File: src/rtl/cam_ctrl.sv
// Command sequencer and round-robin two-port arbiter in front of a block-RAM CAM.
// Optional occupancy counter and full flag: define CAM_CTRL_OCCUPANCY_EN.
module cam_ctrl #(
  parameter int DATA_WIDTH     = 64,
  parameter int ADDR_WIDTH     = 5,
  parameter int LOOKUP_LATENCY = 1
) (
  input  logic                  clk,
  input  logic                  rst,
  input  logic                  req0_valid,
  output logic                  req0_ready,
  input  logic                  req0_op,
  input  logic [DATA_WIDTH-1:0] req0_key,
  input  logic                  req1_valid,
  output logic                  req1_ready,
  input  logic                  req1_op,
  input  logic [DATA_WIDTH-1:0] req1_key,
  output logic                  rsp_valid,
  output logic                  rsp_port,
  output logic [ADDR_WIDTH-1:0] rsp_addr,
  output logic [1:0]            rsp_status,
  output logic [ADDR_WIDTH-1:0] cam_write_addr,
  output logic [DATA_WIDTH-1:0] cam_write_data,
  output logic                  cam_write_delete,
  output logic                  cam_write_enable,
  input  logic                  cam_write_busy,
  output logic [DATA_WIDTH-1:0] cam_compare_data,
  input  logic [ADDR_WIDTH-1:0] cam_match_addr,
  input  logic                  cam_match,
  output logic                  busy
`ifdef CAM_CTRL_OCCUPANCY_EN
  ,
  output logic [ADDR_WIDTH:0]   used_count,
  output logic                  full
`endif
);

  localparam int SLOTS = 2**ADDR_WIDTH;
  localparam int CW    = (LOOKUP_LATENCY > 1) ? $clog2(LOOKUP_LATENCY) : 1;

  typedef enum logic [2:0] {
    S_INIT, S_IDLE, S_LOOKUP, S_DECIDE, S_WRITE, S_WAIT, S_RESP
  } state_t;

  state_t                  state, state_nx;
  logic [SLOTS-1:0]        bitmap;
  logic                    rr, port_q, op_q, wait_first;
  logic [DATA_WIDTH-1:0]   key_q;
  logic [ADDR_WIDTH-1:0]   waddr_q, rsp_addr_q, free_addr;
  logic [1:0]              rsp_status_q;
  logic [CW-1:0]           lat_cnt;
  logic                    gnt_vld, gnt_port, gnt_op, has_free;
  logic [DATA_WIDTH-1:0]   gnt_key;

  // rr holds the port that wins the next tie
  assign gnt_vld    = (state == S_IDLE) && (req0_valid || req1_valid);
  assign gnt_port   = (req0_valid && req1_valid) ? rr : req1_valid;
  assign gnt_op     = gnt_port ? req1_op  : req0_op;
  assign gnt_key    = gnt_port ? req1_key : req0_key;
  assign req0_ready = gnt_vld && !gnt_port;
  assign req1_ready = gnt_vld &&  gnt_port;

  assign has_free = ~&bitmap;
  always_comb begin
    free_addr = '0;
    for (int i = SLOTS-1; i >= 0; i--)
      if (!bitmap[i]) free_addr = ADDR_WIDTH'(i);
  end

  always_ff @(posedge clk) begin
    if (rst) state <= S_INIT;
    else     state <= state_nx;
  end

  always_comb begin
    state_nx = state;
    case (state)
      S_INIT:   if (!cam_write_busy) state_nx = S_IDLE;
      S_IDLE:   if (gnt_vld) state_nx = S_LOOKUP;
      S_LOOKUP: if (lat_cnt == CW'(LOOKUP_LATENCY-1)) state_nx = S_DECIDE;
      S_DECIDE: state_nx = ((!op_q && !cam_match && has_free) || (op_q && cam_match))
                           ? S_WRITE : S_RESP;
      S_WRITE:  state_nx = S_WAIT;
      S_WAIT:   if (!wait_first && !cam_write_busy) state_nx = S_RESP;
      S_RESP:   state_nx = S_IDLE;
      default:  state_nx = S_INIT;
    endcase
  end

  always_ff @(posedge clk) begin
    if (rst) begin
      bitmap       <= '0;
      rr           <= 1'b0;
      port_q       <= 1'b0;
      op_q         <= 1'b0;
      key_q        <= '0;
      waddr_q      <= '0;
      rsp_addr_q   <= '0;
      rsp_status_q <= 2'b00;
      lat_cnt      <= '0;
      wait_first   <= 1'b0;
    end else begin
      case (state)
        S_IDLE: if (gnt_vld) begin
          port_q  <= gnt_port;
          op_q    <= gnt_op;
          key_q   <= gnt_key;
          rr      <= ~gnt_port;
          lat_cnt <= '0;
        end
        S_LOOKUP: lat_cnt <= lat_cnt + 1'b1;
        S_DECIDE: begin
          if (!op_q) begin
            if (cam_match) begin
              rsp_addr_q <= cam_match_addr; rsp_status_q <= 2'b01;
            end else if (has_free) begin
              waddr_q    <= free_addr;
              rsp_addr_q <= free_addr;     rsp_status_q <= 2'b00;
            end else begin
              rsp_addr_q <= '0;            rsp_status_q <= 2'b10;
            end
          end else begin
            if (cam_match) begin
              waddr_q    <= cam_match_addr;
              rsp_addr_q <= cam_match_addr; rsp_status_q <= 2'b01;
            end else begin
              rsp_addr_q <= '0;             rsp_status_q <= 2'b11;
            end
          end
        end
        S_WRITE: begin
          bitmap[waddr_q] <= ~op_q;
          wait_first      <= 1'b1;
        end
        S_WAIT: wait_first <= 1'b0;
        default: ;
      endcase
    end
  end

  assign rsp_valid        = (state == S_RESP);
  assign rsp_port         = port_q;
  assign rsp_addr         = rsp_addr_q;
  assign rsp_status       = rsp_status_q;
  assign cam_write_enable = (state == S_WRITE);
  assign cam_write_addr   = cam_write_enable ? waddr_q : '0;
  assign cam_write_data   = cam_write_enable ? key_q   : '0;
  assign cam_write_delete = cam_write_enable && op_q;
  // Key is presented from the grant cycle so the CAM result is ready at DECIDE
  assign cam_compare_data = gnt_vld ? gnt_key :
                            (state == S_LOOKUP || state == S_DECIDE) ? key_q : '0;
  assign busy             = (state != S_IDLE);

`ifdef CAM_CTRL_OCCUPANCY_EN
  always_ff @(posedge clk) begin
    if (rst)                     used_count <= '0;
    else if (state == S_WRITE)   used_count <= op_q ? used_count - 1'b1 : used_count + 1'b1;
  end
  assign full = (used_count == (ADDR_WIDTH+1)'(SLOTS));
`endif

endmodule

File: config.mk
export PLATFORM = sky130hd
export DESIGN_NAME = cam_ctrl
export DESIGN_NICKNAME = d
export VERILOG_FILES = /design/src/rtl/cam_ctrl.sv
export SDC_FILE = /design/constraint.sdc
export NUM_CORES = 1
export LEC_CHECK = 0
export BUFFER_PORTS_ARGS = -buffer_cell sky130_fd_sc_hd__buf_4
export CAP_MARGIN = 40
export CORE_ASPECT_RATIO = 0.6
export CORE_MARGIN = 4
export CORE_UTILIZATION = 47
export DETAILED_ROUTE_END_ITERATION = 8
export GPL_TIMING_DRIVEN = 0
export PLACE_DENSITY = 0.81
export SLEW_MARGIN = 40
export SYNTH_ARGS = -nofsm -noshare
export SYNTH_HDL_FRONTEND = slang
export SYNTH_SLANG_ARGS = --single-unit
export TNS_END_PERCENT = 100
File: constraint.sdc
create_clock -name clk -period 2.1 [get_ports clk]
set_input_delay 0.21 -clock clk [delete_from_list [all_inputs] [get_ports clk]]
set_output_delay 0.21 -clock clk [all_outputs]
set_load 0.02 [all_outputs]
# Yosys cells after proc, flatten, opt, wreduce, memory -nomap -nowiden
# Cells that the tools add are included.
[word_totals]
register_bits = 116
output_inout_bits = 147
[classes]
addsub = 1
magnitude_cmp = 2
n_eq_ne = 14
muxes = 63
n_bitwise = 2
reduce_logical = 27
[ops]
columns = ["cell", "n"]
rows = [
  ["$mux 64", 4],
  ["$mux 5", 41],
  ["$bwmux 32", 1],
  ["$reduce_and 32->1", 1],
  ["$pmux 3 s7", 1],
  ["$mux 3", 4],
  ["$ne 2x2->1 const B", 6],
  ["$logic_and 1x1->1", 10],
  ["$mux 2", 5],
  ["$eq 3x3->1 const B", 3],
  ["$reduce_and 4->1", 2],
  ["$eq 3x2->1 const B", 2],
  ["$logic_not 1->1", 6],
  ["$lt 5x6->1 const B", 1],
  ["$demux 1 s5", 1],
  ["$ge 5x1->1 const B", 1],
  ["$mux 1", 4],
  ["$pmux 1 s2", 2],
  ["$reduce_and 2->1", 2],
  ["$reduce_bool 2->1", 2],
  ["$eq 3x1->1 const B", 1],
  ["$logic_not 3->1", 1],
  ["$logic_or 1x1->1", 3],
  ["$ne 3x1->1 const B", 1],
  ["other kinds (3)", 4],
]

# Logic depth before layout (Yosys ltp)
# Gate-level depths: netlist of the first run.
[logic_depth]
ltp_word = 35
depth_mapped = 8
depth_no_buf = 6

# Worst setup path before layout of the first run
# No wires, ideal clock.
[synth_timing]
path_kind = "register to output"
start = "register state[0]"
end = "output cam_compare_data[24]"
t_arrival_ps = 1787
required_time_ps = 1890
slack_ps = 103
stages_incl_launch_ff = 8
n_path_buf = 2
path_cell_list = "dfxtp_1 -> buf_2 -> nor3b_2 -> inv_2 -> a211oi_2 -> clkbuf_1 -> a22oi_1 -> nand2_1"
[synth_between]
elab_chain_len = 4
word_cells_on_any_way = 7
classes_between = "eq/ne: 3; mux: 2; reduce/logical: 2"
[synth_rtl]
columns = ["item", "line", "text"]
rows = [
  ["start, declared", "45", "state_t state, state_nx;"],
  ["start signal, assigned", "72", "else state <= state_nx;"],
  ["$eq 3x2->1", "151", "(state == S_LOOKUP || state == S_DECIDE) ? key_q : '0;"],
  ["$logic_or 1x1->1", "151", ""],
  ["$mux 64", "151", ""],
  ["$mux 64 *", "150", "assign cam_compare_data = gnt_vld ? gnt_key :"],
  ["end, declared", "27", "output logic [DATA_WIDTH-1:0] cam_compare_data,"],
]
# Mark *: on every way between the ends. The rest lies on a longest branch, timed or not.

# Final worst setup path of the first run
[layout_timing]
start = "register state[1]"
end = "output cam_compare_data[26]"
# Same word-level chain as after synthesis.

==> flow_summary.yaml, run 1 <==
run_status:
  outcome: "finished with violations"
  violations: "setup timing"
grt:
  grt_pass1_vias: 7588
  overflow: 0
  grt_pass1_wl_um: 41500
  grt_max_degree: 17
  gr-usage-all-layers_pct: 35.7
  antenna_found_initial: 0
pwr:
  pwr-share-comb_pct: 25.1
  swShare_pct: 30.0
  peakVddDrop_v: 0.000654
  leakagePower_nw: 4.59
  clkPwrFrac_pct: 43.1
  internal-power_mw: 5.38
  pwr-share-seq_pct: 31.7
  p_sw_mw: 2.30
  p_per_area_nw_per_um2: 730
placement:
  place_area_um2: 8460
  placed_cells: 1281
  dpl.hpwl_um: 19200
  gp_congestion: 0.933
  portBuffers: 286
synthesis:
  yosys_most_used_dff: "dfxtp_1"
  postSynthAreaPerCell_um2: 7.36
  ys_ff_latch: 116
  synthArstFlopShare_pct: 0
  synth_cell_types: 63
  syn_area_um2: 6110
  yosys_warnings: 0
  syn_inst: 830
  syn_nets: 971
  yosysSeqAreaShare_pct: 38.0
  synth_edf_count: 0
clocking:
  cts_tree: "built"
  insertion_delay_ns: 0.42
  clk_pin_slew_worst_paths_ns: 0.06
  cts-root-buf: "clkbuf_16"
  cts_buffer_depth: 2
  numCtsBuffers: 17
  cts_max_level: 4
  clock-sinks: 116
timing:
  hold_viol: 0
  hold_slack_ns: 0.0675
  fin_worst_skew_ns: 0.0115
  setup_viol: 72
  min_period_ns: 2.54
  slew_headroom_pct: 50.2
  drv_slew: 0
  rsz0062_at_grt: "true"
  max_freq_mhz: 393
  layout_setup_ws_ns: -0.443
  finalCritPeriodShare_pct: 121
  worst_slew_pin_slew_ns: 0.747
cells_and_area:
  diodes: 0
  stdcell_area_um2: 10500
  drive_above_1_share_pct: 41.4
  final_cells: 1370
  area_delta_synth_final_pct: 72.5
  nets: 1333
floorplan:
  rows: 31
  start_util_pct: 49.4
  ios: 288
  fp.dieW_um: 155
  die_y_um: 96.3
  coreArea_um2: 12400
  dieArea_um2: 14900
flow_run:
  drv_cap: 0
route:
  wire_per_inst_um: 23.5
  drc_errors: 0
  drt_pass1_iterations: 8
  first_iter_violations: 1135
  wl_um: 32200
  dr_total_vias: 8533
  vias_per_cell: 6.23
  antenna_left: 0
worst_setup_path:
  worstSetupPathType: "reg2out"
  worstPathArrival_ns: 2.33
  cp-start-kind: "flop"
  cp_slowest_cell: "dfxtp_4"
  worstPathCellList: "nor3b_4 -> inv_2 -> a211oi_4 -> buf_6 -> buf_8 -> a22oi_2 -> nand2_1 -> buf_6"
  critPathMaxStageDelay_ns: 0.38
  crit_fanout: 8
  path_common_cell: "buf_6"
  worst_setup_path_end_kind: "output port"
  cp.required_ns: 1.89
worst_hold_path:
  min_path_type: "in2reg"
[registers in the layout (all words and copies together) (netlist names)]
signal / cells
op_q: 1
rsp_port: 1
state: 3
key_q: 64
rr: 1
rsp_status: 2
rsp_addr: 5
wait_first: 1
lat_cnt: 1
bitmap: 32
waddr_q: 5
[critical path: cells and delay by family, from the launching register on]
kind / cells / cell delay, ns
buffers and inverters: 4 / 0.66
and+or+nand+nor: 2 / 0.38
DFF: 1 / 0.38
AOI/OAI and AO/OA: 2 / 0.49
[power by group through the flow]
stage               Clock [mW]  Sequential, mW  Combinational [mW]
floorplan                    0            2.44               0.697
global route              3.37            2.45                2.01
global placement             0            2.45                1.33
CTS                       3.23            2.42                1.65
finish                    3.32            2.44                1.93
detailed placement           0            2.45                1.34
[final cells by class]
class                   count  area, um2
multi-input cells         639       3830
clock buffers              20        457
repair buffers            346       2970
fillers                   657       1840
well taps                 165        206
clock inverters            12        201
inverters                   9       33.8
flip-flops and latches    116       2330
plain buffers              63        497
[path summary, 6_finish.rpt]
kind                                   start                   end  slack (ns)  cells past startpoint
worst max-delay path                state[1]  cam_compare_data[26]       -0.44                      8
worst min-delay path            req1_key[17]             key_q[17]        0.07                      3
worst max register to register      state[1]             key_q[44]       -0.10                      9
worst min register to register      key_q[9]              key_q[9]        0.47                      2
[per-stage QoR]
step | utilization, % | setup TNS (ns) | worst slack (ns) | power, mW
6_report | 85.1 | -24.63 | -0.443 | 7.69
4_1_cts | 81.0 | -7.44 | -0.152 | 7.30
5_1_grt | 85.1 | -25.67 | -0.441 | 7.83
2_1_floorplan | - | 0 | 0.103 | 3.14
3_5_place_dp | 68.4 | -8.95 | -0.304 | 3.80
3_3_place_gp | 68.4 | -7.01 | -0.292 | 3.78
[metal layers]
layer,up-vias,GRT usage [%],part of all wire (%)
met5,-,0,0
met3,206,12.1,13
li1,3640,-,-
met2,742,56.0,44
met4,0,14.1,6.8
met1,3945,45.7,36
[synth_stat cells (4+ instances only)]
cell type / instances / area (um2)
a21oi_1: 107 / 536
a211oi_1: 11 / 82.6
and2_1: 70 / 438
a22oi_1: 64 / 480
dfxtp_1: 116 / 2320
a31oi_1: 4 / 25.0
nor2_1: 34 / 128
and4_1: 4 / 35.0
nand2_1: 215 / 807
inv_1: 8 / 30.0
buf_2: 12 / 60.1
nand4_1: 7 / 43.8
a311oi_1: 4 / 35.0
clkbuf_1: 49 / 184
o21ai_0: 33 / 165
or3_1: 23 / 144
nand3b_1: 6 / 45.0
[cells in the final DEF (no fill, tap or decap), types with 4 or more instances in the layout]
| cell | count |
|---|---|
| clkbuf_16 | 22 |
| and2_1 | 70 |
| bufinv_16 | 5 |
| clkbuf_2 | 4 |
| buf_4 | 271 |
| o21ai_0 | 33 |
| a211oi_1 | 11 |
| a31oi_1 | 4 |
| and4_1 | 4 |
| inv_1 | 8 |
| nand4_1 | 7 |
| clkbuf_4 | 7 |
| buf_12 | 5 |
| or3_1 | 23 |
| a22oi_2 | 64 |
| nand3b_1 | 6 |
| buf_2 | 4 |
| buf_8 | 6 |
| clkbuf_8 | 8 |
| a311oi_1 | 4 |
| dfxtp_1 | 113 |
| a21oi_1 | 107 |
| nand2_2 | 5 |
| buf_6 | 69 |
| nor2_1 | 33 |
| nand2_1 | 211 |
| clkbuf_1 | 30 |
[logic make-up (layout without fill, tap and decap cells)]
family,Yosys count,in the layout,share of synthesized area [%]
buffers and inverters,75,450,5.35
DFF,116,116,38.0
muxes,3,3,0.492
and+or+nand+nor,386,386,30.3
AOI/OAI and AO/OA,250,250,25.8
[what timing repair did]
item,CTS,global route
resized for setup,159,81
hold buffers,0,0
endpoints found under the setup margin,164,161
setup buffers,34,20
cloned,4,3
pin swaps,70,58
(Power assumes the default switching activity.)
==> run 2: changes to the inputs <==
--- a/config.mk
+++ b/config.mk
@@ -7,12 +7,15 @@
 export LEC_CHECK = 0
 export BUFFER_PORTS_ARGS = -buffer_cell sky130_fd_sc_hd__buf_4
 export CAP_MARGIN = 40
+export CELL_PAD_IN_SITES_DETAIL_PLACEMENT = 1
+export CELL_PAD_IN_SITES_GLOBAL_PLACEMENT = 1
 export CORE_ASPECT_RATIO = 0.6
 export CORE_MARGIN = 4
-export CORE_UTILIZATION = 47
+export CORE_UTILIZATION = 32
 export DETAILED_ROUTE_END_ITERATION = 8
 export GPL_TIMING_DRIVEN = 0
-export PLACE_DENSITY = 0.81
+export PLACE_DENSITY_LB_ADDON = 0.1
+export RECOVER_POWER = 50
 export SLEW_MARGIN = 40
 export SYNTH_ARGS = -nofsm -noshare
 export SYNTH_HDL_FRONTEND = slang
==> constraint.sdc (replaced) <==
create_clock -name clk -period 2.6 [get_ports clk]
set_input_delay 0.26 -clock clk [delete_from_list [all_inputs] [get_ports clk]]
set_output_delay 0.26 -clock clk [all_outputs]
set_load 0.02 [all_outputs]
==> run 2 against run 1 <==
Compared with the run above:
- largest power group unchanged
- sequential share of layout area is 3.1 points higher
- critical path depth decreased by 1
- largest cell class unchanged
- wire length fell by 12%
- clock skew rose by 0.00080 ns
- non-clock buffer count down 52
- combinational power fell by 40%
- the run now ends clean
- core utilization decreased by 35 points
- sequential cell count did not move
- sequential power fell by 20%
- die area rose by 43%
- first-iteration DRC count decreased by 64%
==> flow_summary.yaml, run 2 (synthesized netlist as in run 1, its figures left out) <==
grt:
  grt_pass1_wl_um: 43400
  grt_max_degree: 17
  grt_pass1_vias: 7580
  gr-usage-all-layers_pct: 25.7
  antenna_found_initial: 0
  overflow: 0
route:
  dr_total_vias: 7395
  met3_length_um: 2340
  first_iter_violations: 408
  wire_per_inst_um: 20.4
  antenna_left: 0
  wl_um: 28400
  wl_met2_um: 12800
  vias_per_cell: 5.31
  drc_errors: 0
  highest_layer: "met4"
  wl_met1_um: 12800
  drt_pass1_iterations: 5
timing:
  hold_slack_ns: 0.119
  min_period_ns: 2.48
  setup_viol: 0
  fin_worst_skew_ns: 0.0123
  hold_viol: 0
  tns_ns: 0
  finalCritPeriodShare_pct: 95.5
  slew_headroom_pct: 46.7
  max_freq_mhz: 403
  drv_slew: 0
  worst_slew_pin_slew_ns: 0.792
  rsz0062_at_grt: "false"
pwr:
  p_per_area_nw_per_um2: 579
  peakVddDrop_v: 0.000432
  leakagePower_nw: 4.08
cells_and_area:
  layout_common_cells: "buf_4, nand2_1, dfxtp_1, a21oi_1, and2_1"
  stdcell_area_um2: 9210
  area_delta_synth_final_pct: 50.7
  largest_reg_flops: 64
  nets: 1281
  reg_top3: "key_q: 64 flops, bitmap: 32 flops"
  drive_above_1_share_pct: 31.2
  layout_commonest_cell: "buf_4"
  largest-register: "key_q"
  diodes: 0
worst_setup_path:
  worstPathArrival_ns: 2.22
  r2r_cells: 6
  cp_slowest_cell: "buf_2"
  cp-start-kind: "flop"
  timing.rr.start: "bitmap[19]"
  rrSetupSlack_ns: 0.28
  endpoint: "cam_write_data[47]"
  worstReg2RegEnd: "waddr_q[0]"
  cp.required_ns: 2.34
  crit_fanout: 10
  critPathMaxStageDelay_ns: 0.32
  worstPathCellList: "buf_2 -> nand2b_4 -> nor2_2 -> buf_2 -> clkbuf_2 -> and2_1 -> buf_4"
  crit_start: "state[1]"
  cp.depth: 7
  path_common_cell: "buf_2"
  worst_setup_path_end_kind: "output port"
  crit_family: "buffers and inverters"
  path_buf_inv: 4
  worstSetupPathType: "reg2out"
placement:
  portBuffers: 286
  dpl.hpwl_um: 22200
  place_area_um2: 8550
  gp_congestion: 0.888
worst_hold_path:
  min_path_cells: 3
  hold_path_startpoint: "req1_op"
  min_path_type: "in2reg"
clocking:
  clock-sinks: 116
  hold_buffers: 0
  clk_pin_slew_worst_paths_ns: 0.05
  cts_buffer_depth: 2
  cts_tree: "built"
  cts_max_level: 4
  numCtsBuffers: 17
  cts-root-buf: "clkbuf_16"
  insertion_delay_ns: 0.42
floorplan:
  die_y_um: 115
  fp.dieW_um: 186
  start_util_pct: 33.2
  coreArea_um2: 18400
  rows: 38
  dieArea_um2: 21400
  ios: 288
run_status:
  outcome: "completed"
flow_run:
  drv_cap: 0
-- run 2: power by group --
| part | total, mW | switching (mW) | leakage (nW) | internal, mW |
|---|---|---|---|---|
| clock network | 2.22 | 0.870 | 0.262 | 1.35 |
| registers | 1.95 | 0.0704 | 0.941 | 1.88 |
| logic | 1.16 | 0.683 | 2.87 | 0.473 |
| total | 5.33 | 1.62 | 4.08 | 3.71 |
-- run 2: worst min path at each step --
stage | to | slack (ns)
finish | op_q | 0.12
global route | op_q | 0.15
detailed placement | key_q[3] | 0.46
global placement | key_q[7] | 0.45
floorplan | op_q | 0.43
CTS | op_q | 0.11
-- run 2: per-layer routing --
metal,GRT usage [%],up-vias
li1,-,3524
met2,41.4,261
met5,0,-
met3,8.31,33
met1,33.4,3577
met4,7.68,0
-- run 2: repair_timing --
item / 4_1_cts / 5_1_grt
buffers inserted: 1 / 4
gates resized for setup: 29 / 29
endpoints found under the setup margin: 84 / 121
pin swaps: 1 / 3
cloned: 0 / 0
-- run 2: cell type report --
type	count	area [um2]
multi-input combinational	639	3480
clock inverter	9	81.3
inverter	9	33.8
clock buffer	22	464
timing repair buffer	291	2160
fill	2318	9190
buffer	66	369
sequential	116	2320
tap	240	300
-- run 2: worst min-delay path: stages --
cell	delay [ns]
buf_4	0.08
a222oi_1	0.07
nor2_1	0.08
-- run 2: stage by stage --
step	util [%]	std cells	total power [mW]	setup slack (ns)
4_1_cts	49.9	1388	5.33	-0.0154
3_3_place_gp	46.5	1356	3.08	-0.0145
2_1_floorplan	-	830	2.53	0.553
3_5_place_dp	46.5	1356	3.10	-0.0390
6_report	50.0	1392	5.33	0.117
5_1_grt	50.0	1392	5.55	0.00803
==> run 3: changes to the inputs <==
--- a/config.mk
+++ b/config.mk
@@ -5,13 +5,14 @@
 export SDC_FILE = /design/constraint.sdc
 export NUM_CORES = 1
 export LEC_CHECK = 0
-export BUFFER_PORTS_ARGS = -buffer_cell sky130_fd_sc_hd__buf_4
+export BUFFER_PORTS_ARGS = -buffer_cell sky130_fd_sc_hd__buf_2
 export CAP_MARGIN = 40
 export CELL_PAD_IN_SITES_DETAIL_PLACEMENT = 1
 export CELL_PAD_IN_SITES_GLOBAL_PLACEMENT = 1
 export CORE_ASPECT_RATIO = 0.6
 export CORE_MARGIN = 4
-export CORE_UTILIZATION = 32
+export CORE_UTILIZATION = 30
+export CTS_BUF_LIST = sky130_fd_sc_hd__clkbuf_8
 export DETAILED_ROUTE_END_ITERATION = 8
 export GPL_TIMING_DRIVEN = 0
 export PLACE_DENSITY_LB_ADDON = 0.1
==> constraint.sdc (replaced) <==
create_clock -name clk -period 2.2 [get_ports clk]
set_input_delay 0.22 -clock clk [delete_from_list [all_inputs] [get_ports clk]]
set_output_delay 0.22 -clock clk [all_outputs]
set_load 0.02 [all_outputs]
==> run 3 against run 2 <==
Compared with the run above:
- the run now ends with setup timing left
- largest power group is now sequential cells
- highest routed layer is now met5
- critical endpoint is now cam_compare_data[27]
- wire length is 6.1% higher
- cell area is 8.8% higher
- critical path type unchanged
- register-to-register slack worse by 0.18 ns
- hold slack worse by 0.071 ns
- first-iteration DRC count stayed put
==> flow_summary.yaml, run 3 (synthesized netlist as in run 1, its figures left out) <==
run_status:
  outcome: "finished with violations"
  violations: "setup timing"
grt:
  grt_pass1_wl_um: 44200
  grt_max_degree: 20
  overflow: 0
  gr-usage-all-layers_pct: 25.1
  grt_pass1_vias: 7573
  antenna_found_initial: 3
route:
  drt_pass1_iterations: 7
  wl_um: 30200
  wire_per_inst_um: 20.1
  drc_errors: 0
  vias_per_cell: 5.17
  antenna_left: 0
  dr_total_vias: 7757
  first_iter_violations: 408
floorplan:
  rows: 40
  dieArea_um2: 22800
  die_y_um: 119
  start_util_pct: 30.5
  ios: 288
  coreArea_um2: 20000
  fp.dieW_um: 192
timing:
  finalCritPeriodShare_pct: 107
  drv_slew: 0
  slew_headroom_pct: 53.1
  worst_slew_pin_slew_ns: 0.704
  hold_viol: 0
  min_period_ns: 2.36
  fin_worst_skew_ns: 0.0164
  layout_setup_ws_ns: -0.161
  max_freq_mhz: 423
  setup_viol: 103
  tns_ns: -6.48
  rsz0062_at_grt: "true"
worst_setup_path:
  cp.required_ns: 1.98
  path_buf_inv: 5
  rrSetupSlack_ns: 0.10
  cp_slowest_cell: "dfxtp_4"
  worst_setup_path_end_kind: "output port"
  timing.rr.start: "state[2]"
  worstSetupPathType: "reg2out"
  cp.depth: 9
  cp-start-kind: "flop"
  worstPathCellList: "nor3b_4 -> inv_2 -> a211oi_4 -> buf_4 -> buf_12 -> clkbuf_16 -> a22oi_2 -> nand2_1 -> buf_6"
  r2r_cells: 9
  worstReg2RegEnd: "bitmap[11]"
  crit_family: "buffers and inverters"
  crit_fanout: 6
  worstPathArrival_ns: 2.14
  critPathMaxStageDelay_ns: 0.37
worst_hold_path:
  holdPathEnd: "op_q"
  min_path_type: "in2reg"
  min_path_cells: 3
  hold_path_startpoint: "req0_op"
placement:
  dpl.hpwl_um: 21800
  gp_congestion: 0.819
  pre_cts_slack_ns: -0.336
  portBuffers: 286
cells_and_area:
  reg_top3: "key_q: 64 flops, bitmap: 32 flops"
  layout_commonest_cell: "buf_2"
  area_delta_synth_final_pct: 63.9
  layout_common_cells: "buf_2, nand2_1, dfxtp_1, a21oi_1, buf_6"
  drive_above_1_share_pct: 42.0
  largest-register: "key_q"
  nets: 1354
  largest_reg_flops: 64
  multi_input_area_um2: 3820
  n_fill_cell: 2521
  regArea_um2: 2330
pwr:
  p_per_area_nw_per_um2: 623
  leakagePower_nw: 4.40
  peakVddDrop_v: 0.000324
clocking:
  cts-root-buf: "clkbuf_8"
  cts_buffer_depth: 2
  hold_buffers: 0
  clk_pin_slew_worst_paths_ns: 0.07
  cts_max_level: 4
  insertion_delay_ns: 0.45
  cts_tree: "built"
  clock-sinks: 116
  numCtsBuffers: 17
flow_run:
  drv_cap: 0
[run 3: cell types whose count changed in the layout (fill, tap and decap cells not counted), moves of 3 or more]
cell | before | now
a22oi_1 | 63 | 0
buf_4 | 287 | 70
buf_2 | 7 | 214
buf_6 | 6 | 71
nand2_2 | 0 | 5
clkbuf_8 | 5 | 25
a22oi_2 | 1 | 64
clkbuf_4 | 0 | 5
clkbuf_1 | 44 | 35
dfxtp_1 | 116 | 113
nand2_1 | 216 | 211
buf_12 | 0 | 7
clkbuf_16 | 17 | 5
[run 3: layout make-up]
type	instances	area share, %
Timing Repair Buffer	368	25.5
Antenna cell	2	0.0500
Multi-Input combinational cell	639	38.1
Clock inverter	14	1.77
Sequential cell	116	23.3
Inverter	9	0.337
Clock buffer	18	2.47
Buffer	62	5.04
Tap cell	273	3.41
[run 3: how the worst max path moves through the flow]
stage | from | end
detailed placement | state[0] | cam_compare_data[2]
finish | state[1] | cam_compare_data[27]
global route | state[0] | cam_compare_data[27]
floorplan | state[0] | cam_compare_data[24]
CTS | state[0] | cam_compare_data[32]
global placement | state[0] | cam_compare_data[2]
[run 3: power breakdown]
| group | internal, mW | leakage, nW | total, mW | switching [mW] |
|---|---|---|---|---|
| clock | 1.16 | 0.208 | 2.19 | 1.03 |
| sequential | 2.22 | 0.943 | 2.31 | 0.0918 |
| combinational | 0.794 | 3.25 | 1.74 | 0.946 |
[run 3: per-layer routing]
| metal | up-vias | global-route usage, % | part of all wire [%] |
|---|---|---|---|
| li1 | 3669 | - | - |
| met1 | 3791 | 35.0 | 46 |
| met2 | 264 | 38.4 | 45 |
| met3 | 29 | 7.91 | 8.3 |
| met4 | 4 | 4.72 | 0.86 |
| met5 | - | 0 | 0.090 |
[run 3: tightest hold or removal path, cell delays in order]
cell and delay [ns]:
buf_2 0.08, a222oi_1 0.07, nor2_1 0.08
[run 3: per-stage QoR]
step	total power, mW	utilization [%]	hold WS, ns	instances	instance area (um2)
floorplan	2.99	-	0.387	830	6110
global placement	3.51	39.4	0.456	1389	7880
detailed placement	3.52	39.4	0.461	1389	7880
CTS	6.13	47.6	0.0171	1459	9530
global route	6.51	50.0	0.0640	1500	10000
finish	6.24	50.0	0.0480	1501	10000
[run 3: repair_timing]
item / CTS / global route
endpoints found under the setup margin: 164 / 154
hold endpoints to repair: 0 / 0
cloned: 5 / 1
gates resized for setup: 248 / 55
buffers inserted: 36 / 41
pin swaps: 66 / 97
